<file path="config.mk">
export PLATFORM = sky130hd
export DESIGN_NAME = timer_dev
export DESIGN_NICKNAME = d
export VERILOG_FILES = /design/src/rtl/timer_dev.sv
export SDC_FILE = /design/constraint.sdc
export NUM_CORES = 1
export LEC_CHECK = 0
export CAP_MARGIN = 20
export CORE_ASPECT_RATIO = 0.7
export CORE_MARGIN = 1
export CORE_UTILIZATION = 54
export DETAILED_ROUTE_END_ITERATION = 6
export GPL_TIMING_DRIVEN = 0
export PLACE_DENSITY = 0.83
export SLEW_MARGIN = 10
export SYNTH_ARGS = -nofsm -noshare
export SYNTH_HDL_FRONTEND = slang
export SYNTH_SLANG_ARGS = --single-unit
</file>
<file path="constraint.sdc">
create_clock -name clk -period 2.5 [get_ports clk]
set_input_delay 0.375 -clock clk [delete_from_list [all_inputs] [get_ports clk]]
set_output_delay 0.375 -clock clk [all_outputs]
set_load 0.02 [all_outputs]
</file>
<file path="src/rtl/timer_dev.sv">
// Memory-mapped 32-bit down-counting timer with one-shot and auto-reload modes.
// Raises IRQ when the count expires.
module timer_dev (
  input  logic        clk,
  input  logic        rst,
  input  logic [1:0]  Addr,
  input  logic        We,
  input  logic [31:0] DIn,
  output logic [31:0] DOut,
  output logic        IRQ
);

  typedef enum logic [1:0] {IDLE, LOAD, CNT, INT} state_t;

  state_t      state_q, state_d;
  logic [3:0]  ctrl_q, ctrl_d;
  logic [31:0] preset_q, preset_d;
  logic [31:0] count_q, count_d;
  logic        pend_q, pend_d;
  logic        irq_q, irq_d;

  logic ctrl_we, preset_we, en, auto_reload;
  logic unused_din_hi;

  assign ctrl_we       = We && (Addr == 2'd0);
  assign preset_we     = We && (Addr == 2'd1);
  assign en            = ctrl_q[0];
  assign auto_reload   = (ctrl_q[2:1] == 2'b01);
  assign unused_din_hi = ^DIn[31:4];

  always_comb begin
    state_d  = state_q;
    ctrl_d   = ctrl_q;
    preset_d = preset_q;
    count_d  = count_q;
    pend_d   = pend_q;

    if (preset_we) preset_d = DIn;
    if (ctrl_we) begin
      ctrl_d = DIn[3:0];
      pend_d = 1'b0;
    end

    case (state_q)
      IDLE: if (en) state_d = LOAD;
      LOAD: begin
        count_d = preset_q;
        state_d = CNT;
      end
      CNT: begin
        if (!en) begin
          state_d = IDLE;
        end else if (count_q > 32'd1) begin
          count_d = count_q - 32'd1;
        end else begin
          // A preset of 0 lands here too, so the count never wraps.
          count_d = 32'd0;
          state_d = INT;
          pend_d  = 1'b1;
        end
      end
      INT: begin
        if (auto_reload) begin
          state_d = LOAD;
          pend_d  = 1'b0;
        end else begin
          state_d = IDLE;
          if (!ctrl_we) ctrl_d[0] = 1'b0;
        end
      end
      default: state_d = IDLE;
    endcase

    // IRQ is a flop of its own so it cannot glitch on decode.
    irq_d = pend_d & ctrl_d[3];
  end

  always_ff @(posedge clk or posedge rst) begin
    if (rst) begin
      state_q  <= IDLE;
      ctrl_q   <= 4'd0;
      preset_q <= 32'd0;
      count_q  <= 32'd0;
      pend_q   <= 1'b0;
      irq_q    <= 1'b0;
    end else begin
      state_q  <= state_d;
      ctrl_q   <= ctrl_d;
      preset_q <= preset_d;
      count_q  <= count_d;
      pend_q   <= pend_d;
      irq_q    <= irq_d;
    end
  end

  always_comb begin
    case (Addr)
      2'd0:    DOut = {28'd0, ctrl_q};
      2'd1:    DOut = preset_q;
      2'd2:    DOut = count_q;
      default: DOut = 32'd0;
    endcase
  end

  assign IRQ = irq_q;

endmodule

</file>
==> run summary, run 1 <==
power density over cell area: 1033 mW/mm²
VDD IR max: 0.0005048 V
Syn Nets: 448
status: complete, no violations
DR WL/cell: 22.75 µm
worst-skew pair later-pin latency: 0.36 ns
post-route ant nets: 0
cells after synthesis: 409
reg-to-reg startpoint: state_q[1]
final worst setup slack: 0.1222 ns
Setup Slack @ Placement: -0.8854 ns
GP Congestion: 0.9783
worst clock skew: 0.01536 ns
EDFF count, synth: 0
Vias: 3954
die height: 75.13 µm
Iteration-0 DRC Markers: 373
Slew @ Worst Pin: 0.9117 ns
Die ar.: 0.007998 mm²
clk buf depth: 2
Reg2Reg Setup Slack: 0.12 ns
GRT Overall Usage: 35.46%
Tcrit/Tclk final: 95.11%
M1 GR Usage: 49.78%
post-DP HPWL: 9239 µm
Die Width: 106.5 µm
Tmin final: 2.378 ns
Final Max Tran Viols: 0
Placed Area: 0.004951 mm²
M2 GR Usage: 52.45%
CP Data Required Time: 2.77 ns
fillers: 595
first-pass GRT wire length: 20860 µm
Final Hold Fails: 0
Rel. slew slack: 39.09%
GRT Residual Overflow: 0
worst reg2reg path depth: 5
Seq cells post-synth: 72
synthesized area: 0.004125 mm²
Yosys top cell by area: dfrtp_1
Yosys top cell area share: 43.68%
type of origin of the critical path: register
initial core utilization: 56.11%
Distinct cells, synth: 58
synthesized area per cell: 10.09 µm²
clock sinks: 72
row cnt: 26
Layout area overhead: 27.78%
core area: 0.007352 mm²
Max Cap Violations: 0
first-pass detailed-route iteration total: 7
CTS H-tree lvls: 3
gr busiest metal: met2
layout cells sized above 1: 20.45%
Clock transition at path regs: 0.08 ns
Post-Route Setup TNS: 0 ns
n_diodes: 0
CTS buffer count: 9
register area share after synthesis: 43.68%
Design Power: 5444 µW
maximum clock rate: 420.6 MHz
Setup Viol. Count Final: 0
Syn. warnings: 0
Max FO, Critical Path: 9
FFs w/ async S/R, synth: 100.0%
grt met3 use: 10.04%
CP Class: reg2reg
HP Class: in2async
vias per cell: 6.679
IO Pins: 70
final wirelength: 13470 µm
final net count: 528
Crit. End Element: register
Post-synth top flop: dfrtp_1
Critical Path AT: 2.65 ns
WHS: 0.3881 ns
FF-to-FF End: count_q[5]
initial antenna violation count: 0
clock root buffer: clkbuf_8
most area-consuming cells after synthesis: dfrtp_1, mux2_2, a22o_1
largest net degree at the start of global routing: 38
CTS tree: done
DRC errors left: 0
vias in the first global route: 3731
post-route design area: 0.005271 mm²
Leak Pwr: 0.002236 µW
Port Buffers: 68
per-layer routing:
metal  routed length [µm]  up-vias
met1                 5922     1893
met2                 5618      266
met4                  456        0
li1                     -     1744
met5                    0        -
met3                 1471       51
metrics by stage:
step,util [%],instances
after floorplan,-,409
after detailed placement,67.34,576
after CTS,70.98,591
final,71.70,592
after global routing,71.70,592
after global placement,67.04,575
timing repair:
action                     4_1_cts  5_1_grt
pin swaps                        0        1
buffers inserted                 0        1
setup endpoints to repair       59       63
hold buffers                     0        0
hold endpoints to repair         0        0
resized for setup               52       15
how the worst max path moves through the flow:
stage / start / endpoint / slack, ns / cells after the start
after floorplan: rst / IRQ / 0.30 / 1
after global placement: rst / count_q[25] / -0.94 / 2
final: state_q[1] / count_q[5] / 0.12 / 5
after detailed placement: Addr[0] / DOut[18] / -0.89 / 6
after global routing: count_q[0] / count_q[30] / -0.01 / 7
after CTS: Addr[0] / DOut[31] / 0.005 / 5
worst max-delay path, stage by stage, from the launching register on:
cell and delay [ns]:
dfrtp_1 0.48, nor2b_1 0.16, clkbuf_1 0.40, nand2_1 0.39, or4_2 0.74, o211ai_1 0.12
cell usage in the layout (no fill, tap or decap), types with 6 or more instances in the layout:
cell	instances
nand3_1	21
a31o_2	6
o211ai_1	6
clkdlybuf4s50_1	37
mux2_2	35
nor3_1	7
a22oi_1	12
inv_1	11
nand4_1	13
or3_1	6
clkbuf_1	13
nor2_1	11
clkbuf_8	15
a22o_1	33
dfrtp_1	72
nand2_1	36
a31oi_1	7
dlygate4sd2_1	30
o21ai_0	12
sequential cells by signal, indices dropped and copies added (netlist names):
register  flops
preset_q     32
pend_q        1
state_q       2
ctrl_q        4
count_q      32
IRQ           1
layout make-up:
| cell class | count | area, µm² | area share [%] |
|---|---|---|---|
| clock buffers | 12 | 155.1 | 2.943 |
| well taps | 98 | 122.6 | 2.326 |
| plain buffers | 31 | 182.7 | 3.465 |
| clock inverters | 4 | 76.32 | 1.448 |
| flip-flops and latches | 72 | 1802 | 34.18 |
| multi-input cells | 293 | 2212 | 41.97 |
| inverters | 12 | 47.55 | 0.9020 |
| repair buffers | 70 | 673.1 | 12.77 |
cell usage after synthesis (7+ instances only):
master and count:
inv_1 12, nand2_1 36, a31oi_1 7, dfrtp_1 72, nand4_1 13, nand3_1 22
a22oi_1 12, a22o_1 33, nor3_1 9, mux2_2 35, clkbuf_1 22, nor2_1 12
o21ai_0 12
power breakdown:
group / total, µW / internal [µW] / switching [µW]
clock: 1090 / 619 / 474
sequential: 2060 / 1540 / 515
combinational: 2290 / 959 / 1330
logic make-up (layout without fill, tap and decap cells):
group                    Yosys count  after routing  synth area share [%]
multiplexers                      40             40                 10.77
AO/OA/AOI/OAI                    115            115                 21.99
flip-flops                        72             72                 43.68
adder cells (fa/ha/maj)            2              2                0.6065
AND/OR/NAND/NOR                  136            136                 18.65
buffers and inverters             44            129                 4.307
Note: power is estimated with default switching activity, not from simulation.
==> inputs of run 2 (changes only) <==
--- a/config.mk
+++ b/config.mk
@@ -6,12 +6,13 @@
 export NUM_CORES = 1
 export LEC_CHECK = 0
 export CAP_MARGIN = 20
-export CORE_ASPECT_RATIO = 0.7
+export CORE_ASPECT_RATIO = 1.1
 export CORE_MARGIN = 1
-export CORE_UTILIZATION = 54
+export CORE_UTILIZATION = 59
+export CTS_BUF_LIST = sky130_fd_sc_hd__clkbuf_4 sky130_fd_sc_hd__clkbuf_8
 export DETAILED_ROUTE_END_ITERATION = 6
 export GPL_TIMING_DRIVEN = 0
-export PLACE_DENSITY = 0.83
+export PLACE_DENSITY = 0.89
 export SLEW_MARGIN = 10
 export SYNTH_ARGS = -nofsm -noshare
 export SYNTH_HDL_FRONTEND = slang
==> constraint.sdc (replaced) <==
create_clock -name clk -period 2.8 [get_ports clk]
set_input_delay 0.42 -clock clk [delete_from_list [all_inputs] [get_ports clk]]
set_output_delay 0.42 -clock clk [all_outputs]
set_load 0.02 [all_outputs]
==> run 2 against run 1 <==
  * Die area decreased by 8.3%
  * Register-to-register slack got worse by 0.08 ns
  * Core utilization increased by 6.9 points
  * Clock power decreased by 4%
  * Final cell count decreased by 2.7%
  * Count of clock-buffer cells in the layout decreased by 1
  * Sequential cell count unchanged
  * Maximum frequency decreased by 14%
  * Largest cell class unchanged
  * Worst hold slack improved by 0.023 ns
  * First-iteration DRC count increased by 23%
  * Clock skew decreased by 0.0027 ns
==> run summary, run 2 (synthesis gave the netlist of run 1 again) <==
layout cells sized above 1: 18.62% (was 20.45%)
Reg2Reg Setup Slack: 0.05 ns (was 0.12 ns)
Slowest-stage cell, CP: nor4_1 (was or4_2)
Die Width: 81.73 µm (was 106.5 µm)
reg-to-reg startpoint: count_q[5] (was state_q[1])
status: complete, no violations (unchanged)
post-DP HPWL: 9103 µm (was 9239 µm)
GP Congestion: 0.9259 (was 0.9783)
Tcrit/Tclk final: 98.37% (was 95.11%)
IO Pins: 70 (unchanged)
first-pass detailed-route iteration total: 7 (unchanged)
first-pass GRT wire length: 21530 µm (was 20860 µm)
clock sinks: 72 (unchanged)
worst-skew pair later-pin latency: 0.37 ns (was 0.36 ns)
Hold-fix buffers, CTS: 0 (unchanged)
clock root buffer: clkbuf_8 (unchanged)
DRC errors left: 0 (unchanged)
largest net degree at the start of global routing: 41 (was 38)
worst clock skew: 0.01264 ns (was 0.01536 ns)
Crit. End Element: register (unchanged)
Reg area: 0.001802 mm² (unchanged)
final worst setup slack: 0.04565 ns (was 0.1222 ns)
Clock transition at path regs: 0.09 ns (was 0.08 ns)
Vias: 4193 (was 3954)
post-route ant nets: 0 (unchanged)
CP peak stage delay: 0.81 ns (was 0.74 ns)
Port Buffers: 68 (unchanged)
Final Max Tran Viols: 0 (unchanged)
Rel. slew slack: 39.16% (was 39.09%)
post-route design area: 0.005241 mm² (was 0.005271 mm²)
CTS tree: done (unchanged)
GRT Residual Overflow: 0 (unchanged)
Design Power: 4979 µW (was 5444 µW)
initial core utilization: 61.83% (was 56.11%)
row cnt: 31 (was 26)
VDD IR max: 0.0006269 V (was 0.0005048 V)
Tmin final: 2.754 ns (was 2.378 ns)
Layout area overhead: 27.05% (was 27.78%)
Setup Slack @ Placement: -0.6837 ns (was -0.8854 ns)
core area: 0.006671 mm² (was 0.007352 mm²)
Setup Viol. Count Final: 0 (unchanged)
clk buf depth: 2 (unchanged)
worst reg2reg path depth: 5 (unchanged)
Final Hold Fails: 0 (unchanged)
most frequent cells in the layout: dfrtp_1, clkdlybuf4s50_1, nand2_1 (unchanged)
Leak Pwr: 0.002129 µW (was 0.002236 µW)
GRT Overall Usage: 39.56% (was 35.46%)
leading cell type in the layout, fill and taps excluded: dfrtp_1 (unchanged)
Top Registers: count_q (32), preset_q (32), ctrl_q (4) (unchanged)
Die ar.: 0.007331 mm² (was 0.007998 mm²)
CP Cell Sequence: nor4_1 -> nand3_1 -> or2_2 -> a31o_2 -> a22o_1 (was nor2b_1 -> clkbuf_1 -> nand2_1 -> or4_2 -> o211ai_1)
final net count: 528 (unchanged)
Max FO, Critical Path: 8 (was 9)
n_diodes: 0 (unchanged)
fillers: 457 (was 595)
final wirelength: 13640 µm (was 13470 µm)
CP Class: reg2reg (unchanged)
area of the multi-input gates: 0.002168 mm² (was 0.002212 mm²)
FF-to-FF End: count_q[16] (was count_q[5])
Slew @ Worst Pin: 0.9043 ns (was 0.9117 ns)
maximum clock rate: 363.1 MHz (was 420.6 MHz)
power density over cell area: 949.9 mW/mm² (was 1033 mW/mm²)
CTS H-tree lvls: 3 (unchanged)
HP Class: in2async (unchanged)
Critical Path AT: 3.00 ns (was 2.65 ns)
type of origin of the critical path: register (unchanged)
Placed Area: 0.004931 mm² (was 0.004951 mm²)
Max Cap Violations: 0 (unchanged)
CP Data Required Time: 3.05 ns (was 2.77 ns)
DR WL/cell: 23.67 µm (was 22.75 µm)
CTS buffer count: 9 (unchanged)
vias per cell: 7.280 (was 6.679)
die height: 89.70 µm (was 75.13 µm)
vias in the first global route: 4102 (was 3731)
initial antenna violation count: 0 (unchanged)
RSZ-0062 raised after global routing: false
Iteration-0 DRC Markers: 459 (was 373)
==> run 2: critical path: cells and delay by family, from the launching register on <==
kind	cells	cell delay, ns
simple gates	3	1.76
flops	1	0.44
compound gates	2	0.43
==> run 2: how the worst max path moves through the flow <==
| stage | to | cells after the start | slack, ns | from |
|---|---|---|---|---|
| floorplan | IRQ | 1 | 0.56 | rst |
| global placement | DOut[8] | 6 | -0.66 | Addr[0] |
| detailed placement | DOut[8] | 6 | -0.68 | Addr[0] |
| CTS | count_q[16] | 7 | 0.002 | count_q[0] |
| global route | DOut[28] | 6 | 0.008 | Addr[1] |
| finish | count_q[16] | 5 | 0.05 | count_q[5] |
==> run 2: cell type report <==
class / instances / share of cell area [%]
Tap cell: 82 / 1.957
Inverter: 12 / 0.9071
Timing Repair Buffer: 69 / 13.27
Clock buffer: 11 / 2.769
Clock inverter: 5 / 1.981
Buffer: 32 / 3.366
Sequential cell: 72 / 34.38
Multi-Input combinational cell: 293 / 41.37
==> run 2: routing by layer <==
metal  wire, µm  up-vias  global-route usage [%]
li1           -     1744                       -
met1       5233     2030                   54.03
met2       6245      330                   58.33
met3       1453       89                   9.239
met4        703        0                   19.15
met5          0        -                       0
==> run 2: through the flow <==
stage | std cells | TNS (ns) | utilization, % | hold WS, ns
after detailed placement | 560 | -18.72 | 73.91 | 0.5100
after CTS | 576 | 0 | 78.21 | 0.4295
after global placement | 559 | -63.72 | 73.57 | 0.5041
after global routing | 576 | 0 | 78.56 | 0.4571
final | 576 | 0 | 78.56 | 0.4114
after floorplan | 409 | 0 | - | 0.4727
==> run 2: timing repair <==
action / in CTS / in global routing
buffers inserted: 0 / 0
gates resized for setup: 20 / 6
pin swaps: 0 / 0
setup endpoints to repair: 32 / 26
==> run 2: power by group <==
part / total, µW / switching (µW) / leakage (µW) / internal, µW
logic: 2120 / 1240 / 0.00113 / 885
clock network: 1050 / 420 / 0.000127 / 627
registers: 1810 / 431 / 0.000875 / 1380
total: 4980 / 2090 / 0.00213 / 2890
==> edit 1 (config.mk and constraints of run 1) <==
Encoding of `state_t`: now one-hot (4 bits for 4 states).
--- a/src/rtl/timer_dev.sv
+++ b/src/rtl/timer_dev.sv
@@ -12,3 +12,3 @@
 
-  typedef enum logic [1:0] {IDLE, LOAD, CNT, INT} state_t;
+  typedef enum logic [3:0] {IDLE = 4'b0001, LOAD = 4'b0010, CNT = 4'b0100, INT = 4'b1000} state_t;
 
Check against the original RTL: no difference found for any inputs over 4 cycles, from zero or initial values and one cycle with rst high; so few cycles prove little.
==> edit 1 against run 1 <==
  * The run now ends with setup timing left
  * Cell area up 10%
  * Wire length up 4.2%
  * Sequential cell count up 2
  * Via count up 6.9%
  * Total power about the same
  * Utilization up 7.4 points
  * Die area up 0.48%
  * Sequential share of layout area down 2.3 points
  * Worst setup slack worse by 280 ps
  * Worst hold slack better by 9.0 ps
  * Area after synthesis up 0.49%
  * Final cell count up 5.6%
==> edit 1: results (changes against run 1) <==
synth:
  synth_compound_area_share_pct: 24.2  # +2.2 points
  synth_cell_types: 51  # -12%
  avgSynthCellArea_um2: 9.99  # -0.97%
  synthMuxAreaShare_pct: 10.5  # -0.29 points
timing:
  tns_ps: -2060  # -2060 ps
  slew_headroom_pct: 39.6  # +0.47 points
  fin_ws_ps: -154  # -276 ps
  finalSetupViolCount: 25  # +25
cells_and_area:
  multi_input_area_share_pct: 41.7  # -0.24 points
  largestRegisters: "count_q (32), preset_q (32)"
  multi_input_area_mm2: 0.00242  # +9.6%
  fin_nets: 561  # +6.3%
  nFlopsAndLatches: 74  # +2.8%
  drive_above_1_share_pct: 29.2  # +8.8 points
  buf_share_pct: 19.7  # +3.5 points
drt:
  wl_per_cell_um: 22.5  # -1.3%
  wl_met2_mm: 6.10  # +8.6%
  vias: 4225  # +6.9%
  routed_wirelength_mm: 14.0  # +4.2%
place:
  place.gp.congestion: 0.901  # -7.9%
  detailedPlace.worstSlack_ps: -685  # +200 ps
outcome:
  failed_checks: "setup timing"
  status: "finished with violations"
critical_path:
  critical_path.max_fanout: 8  # -1
  critPathMaxStageDelay_ps: 570  # -170 ps
pwr:
  p_seq_share_pct: 38.2  # +0.4 points
cts:
  postCtsResizedCells: 129  # +150%
global_routing:
  grt_pass1_wl_mm: 21.2  # +1.6%
  grt_max_degree: 40  # +5.3%
[edit 1: changes by cell type after synthesis, sizes merged, moves of 4 or more]
cell     delta
a31oi       -7
a21oi       +8
nand4       -6
a22oi       -7
a31o        -6
a22o        +6
o2bb2ai     +4
nand3      -14
o21ai      +18
o2111ai     -4
nand2       -6
o31ai       +4
nor2        +9
a221o       +5
[edit 1: final timing paths]
| path | slack, ps | to |
|---|---|---|
| max | -150 | count_q[20]$_DFFE_PP0P_ |
| min | 400 | IRQ$_DFF_PP0_ |
| max reg2reg | -150 | count_q[20]$_DFFE_PP0P_ |
| min reg2reg | 530 | state_q[2]$_DFFE_PP0P_ |
| max in group asynchronous | 1480 | state_q[0]$_DFFE_PP1P_ |
| min in group clk | 530 | state_q[2]$_DFFE_PP0P_ |
[edit 1: worst register-to-register path, delay by kind of cell (launching register included)]
kind	cells	cell delay (ps)
compound gates	3	790
simple gates	2	940
flops	1	410
buf+inv	2	410
==> edit 2 (settings of run 1) <==
Made on the original files. Register the output `DOut`, cleared by the reset; this adds one clock of latency there. The other outputs are not delayed to match.
--- a/src/rtl/timer_dev.sv
+++ b/src/rtl/timer_dev.sv
@@ -13,2 +13,4 @@
   typedef enum logic [1:0] {IDLE, LOAD, CNT, INT} state_t;
+
+  logic [31:0] DOut_d;
 
@@ -97,6 +99,6 @@
     case (Addr)
-      2'd0:    DOut = {28'd0, ctrl_q};
-      2'd1:    DOut = preset_q;
-      2'd2:    DOut = count_q;
-      default: DOut = 32'd0;
+      2'd0:    DOut_d = {28'd0, ctrl_q};
+      2'd1:    DOut_d = preset_q;
+      2'd2:    DOut_d = count_q;
+      default: DOut_d = 32'd0;
     endcase
@@ -106,2 +108,10 @@
 
+  always_ff @(posedge clk or posedge rst) begin
+    if (rst) begin
+      DOut <= '0;
+    end else begin
+      DOut <= DOut_d;
+    end
+  end
+
 endmodule
Function: changed (Yosys sat finds a counterexample within 4 cycles, from zero or initial values and one cycle with rst high).
==> edit 2 against run 1 <==
  * Count of clock-buffer cells in the layout is the same
  * Worst setup slack got worse by 9.4 ps
  * Total power increased by 23%
  * Wire length up 3.7%
  * Sequential cell count increased by 32
  * Synthesized cell count up 7.1%
  * Largest power group is now registers
  * Area after synthesis grew 18%
  * Cell area up 17%
==> edit 2: results (changes against run 1) <==
outcome:
  status: "finished, final reports clean"
cells_and_area:
  drive_above_1_share_pct: 14.9  # -5.5 points
  antenna_cells: 0  # unchanged
  largestRegisters: "DOut (32), count_q (32), preset_q (32)"
  fin_nets: 563  # +6.6%
  instances_no_fill: 649  # +9.6%
global_routing:
  grtUsageTotal_pct: 31.5  # -4.0 points
  antenna_found_initial: 0  # unchanged
  grt_max_degree: 41  # +7.9%
  grt_pass1_wl_mm: 21.4  # +2.6%
  grt_pass1_vias: 3964  # +6.2%
place:
  place.gp.congestion: 0.928  # -5.2%
  dpl.cell_count: 628  # +9.0%
  detailedPlace.worstSlack_ps: -328  # +557 ps
  placed_area_mm2: 0.00574  # +16%
  portBuffers: 68  # unchanged
  hpwl_mm: 9.64  # +4.3%
synth:
  yosysSeqAreaShare_pct: 53.5  # +9.8 points
  netlist_instances: 438  # +7.1%
  ys_top_cells_by_area: "dfrtp_1 53%, mux2_2 8.1%, a22o_1 6.3%, o21ai_0 3.5%, a221o_1 2.5%"
  yosys_warnings: 0  # unchanged
  synth_cell_types: 45  # -22%
  syn-num-nets: 477  # +6.5%
  synthTopCellsByCount: "104 x dfrtp_1, 35 x a22o_1, 35 x mux2_2, 34 x o21ai_0, 29 x nand2_1"
  yosys.area.top_type: "dfrtp_1"
cts:
  cts_buffers: 9  # unchanged
  clock_latency_ps: 350
  cts_root_buffer: "clkbuf_16"
  htree_levels: 3  # unchanged
  clkTransAtPathRegs_ps: 70
timing:
  slew_headroom_pct: 41.0  # +1.9 points
  fin_crit_ps: 2390  # +9.41 ps
  finClkSkew_ps: 6.87  # -8.49 ps
critical_path:
  r2r_cells: 7  # +2
  arrival_ps: 2620  # -30 ps
  critical_path.max_fanout: 10  # +1
  slowest_stage: "dfrtp_1"
  regToRegSetupSlack_ps: 110
  critical_path.endpoint: "count_q[29]$_DFFE_PP0P_"
  startpoint: "count_q[8]$_DFFE_PP0P_"
  critPathMaxStageDelay_ps: 480  # -260 ps
  crit_family: "simple AND/OR/NAND/NOR gates"
drt:
  drt-initial-drc-count: 422  # +13%
  vias: 4101  # +3.7%
  first_pass_iters: 5  # -2
  routed_wirelength_mm: 14.0  # +3.7%
hold_path:
  hp-class: "input port to async pin"
pwr:
  p_leak_nw: 2.53  # +13%
  ir_worst_vdd_uv: 536  # +6.1%
==> edit 2: per-layer routing <==
layer | wire length (um) | GRT usage, % | part of all wire, %
met1 | 6180 | 43.2 | 44
met2 | 6450 | 49.9 | 46
met3 | 1090 | 6.86 | 7.8
met4 | 249 | 10.9 | 1.8
met5 | 0 | 0 | 0
==> edit 2: final cells by class <==
type / instances / area [um2]
sequential: 104 / 2600
fill: 636 / 2420
multi-input combinational: 294 / 2170
timing repair buffer: 75 / 758
clock buffer: 12 / 256
tap: 120 / 150
buffer: 33 / 143
clock inverter: 4 / 52.6
inverter: 7 / 30.0
==> edit 2: worst min-delay path by stage <==
stage	start	end	slack, ps	cells past startpoint
global route	ctrl_q[1]$_DFFE_PP0P_	ctrl_q[1]$_DFFE_PP0P_	550	1
CTS	rst	DOut[2]$_DFF_PP0_	520	2
finish	rst	count_q[2]$_DFFE_PP0P_	510	2
detailed placement	preset_q[0]$_DFFE_PP0P_	DOut[0]$_DFF_PP0_	500	2
floorplan	preset_q[2]$_DFFE_PP0P_	DOut[2]$_DFF_PP0_	470	2
global placement	preset_q[1]$_DFFE_PP0P_	DOut[1]$_DFF_PP0_	490	2
==> edit 2: cell families after synthesis <==
group,count (synthesis),share of synthesized area [%]
simple gates,137,15.9
compound gates,109,16.5
flops,104,53.5
mux,46,10.4
buf+inv,40,3.26
fa+ha+maj,2,0.514
==> edit 2: power breakdown <==
part	leakage (nW)	switching [mW]	internal, mW
clock	0.141	0.620	0.831
combinational	1.10	1.39	1.09
sequential	1.29	0.581	2.15
==> edit 2: timing repair <==
item	4_1_cts	5_1_grt
setup endpoints to repair	29	29
pin swaps	1	2
setup buffers	2	3
resized for setup	7	13
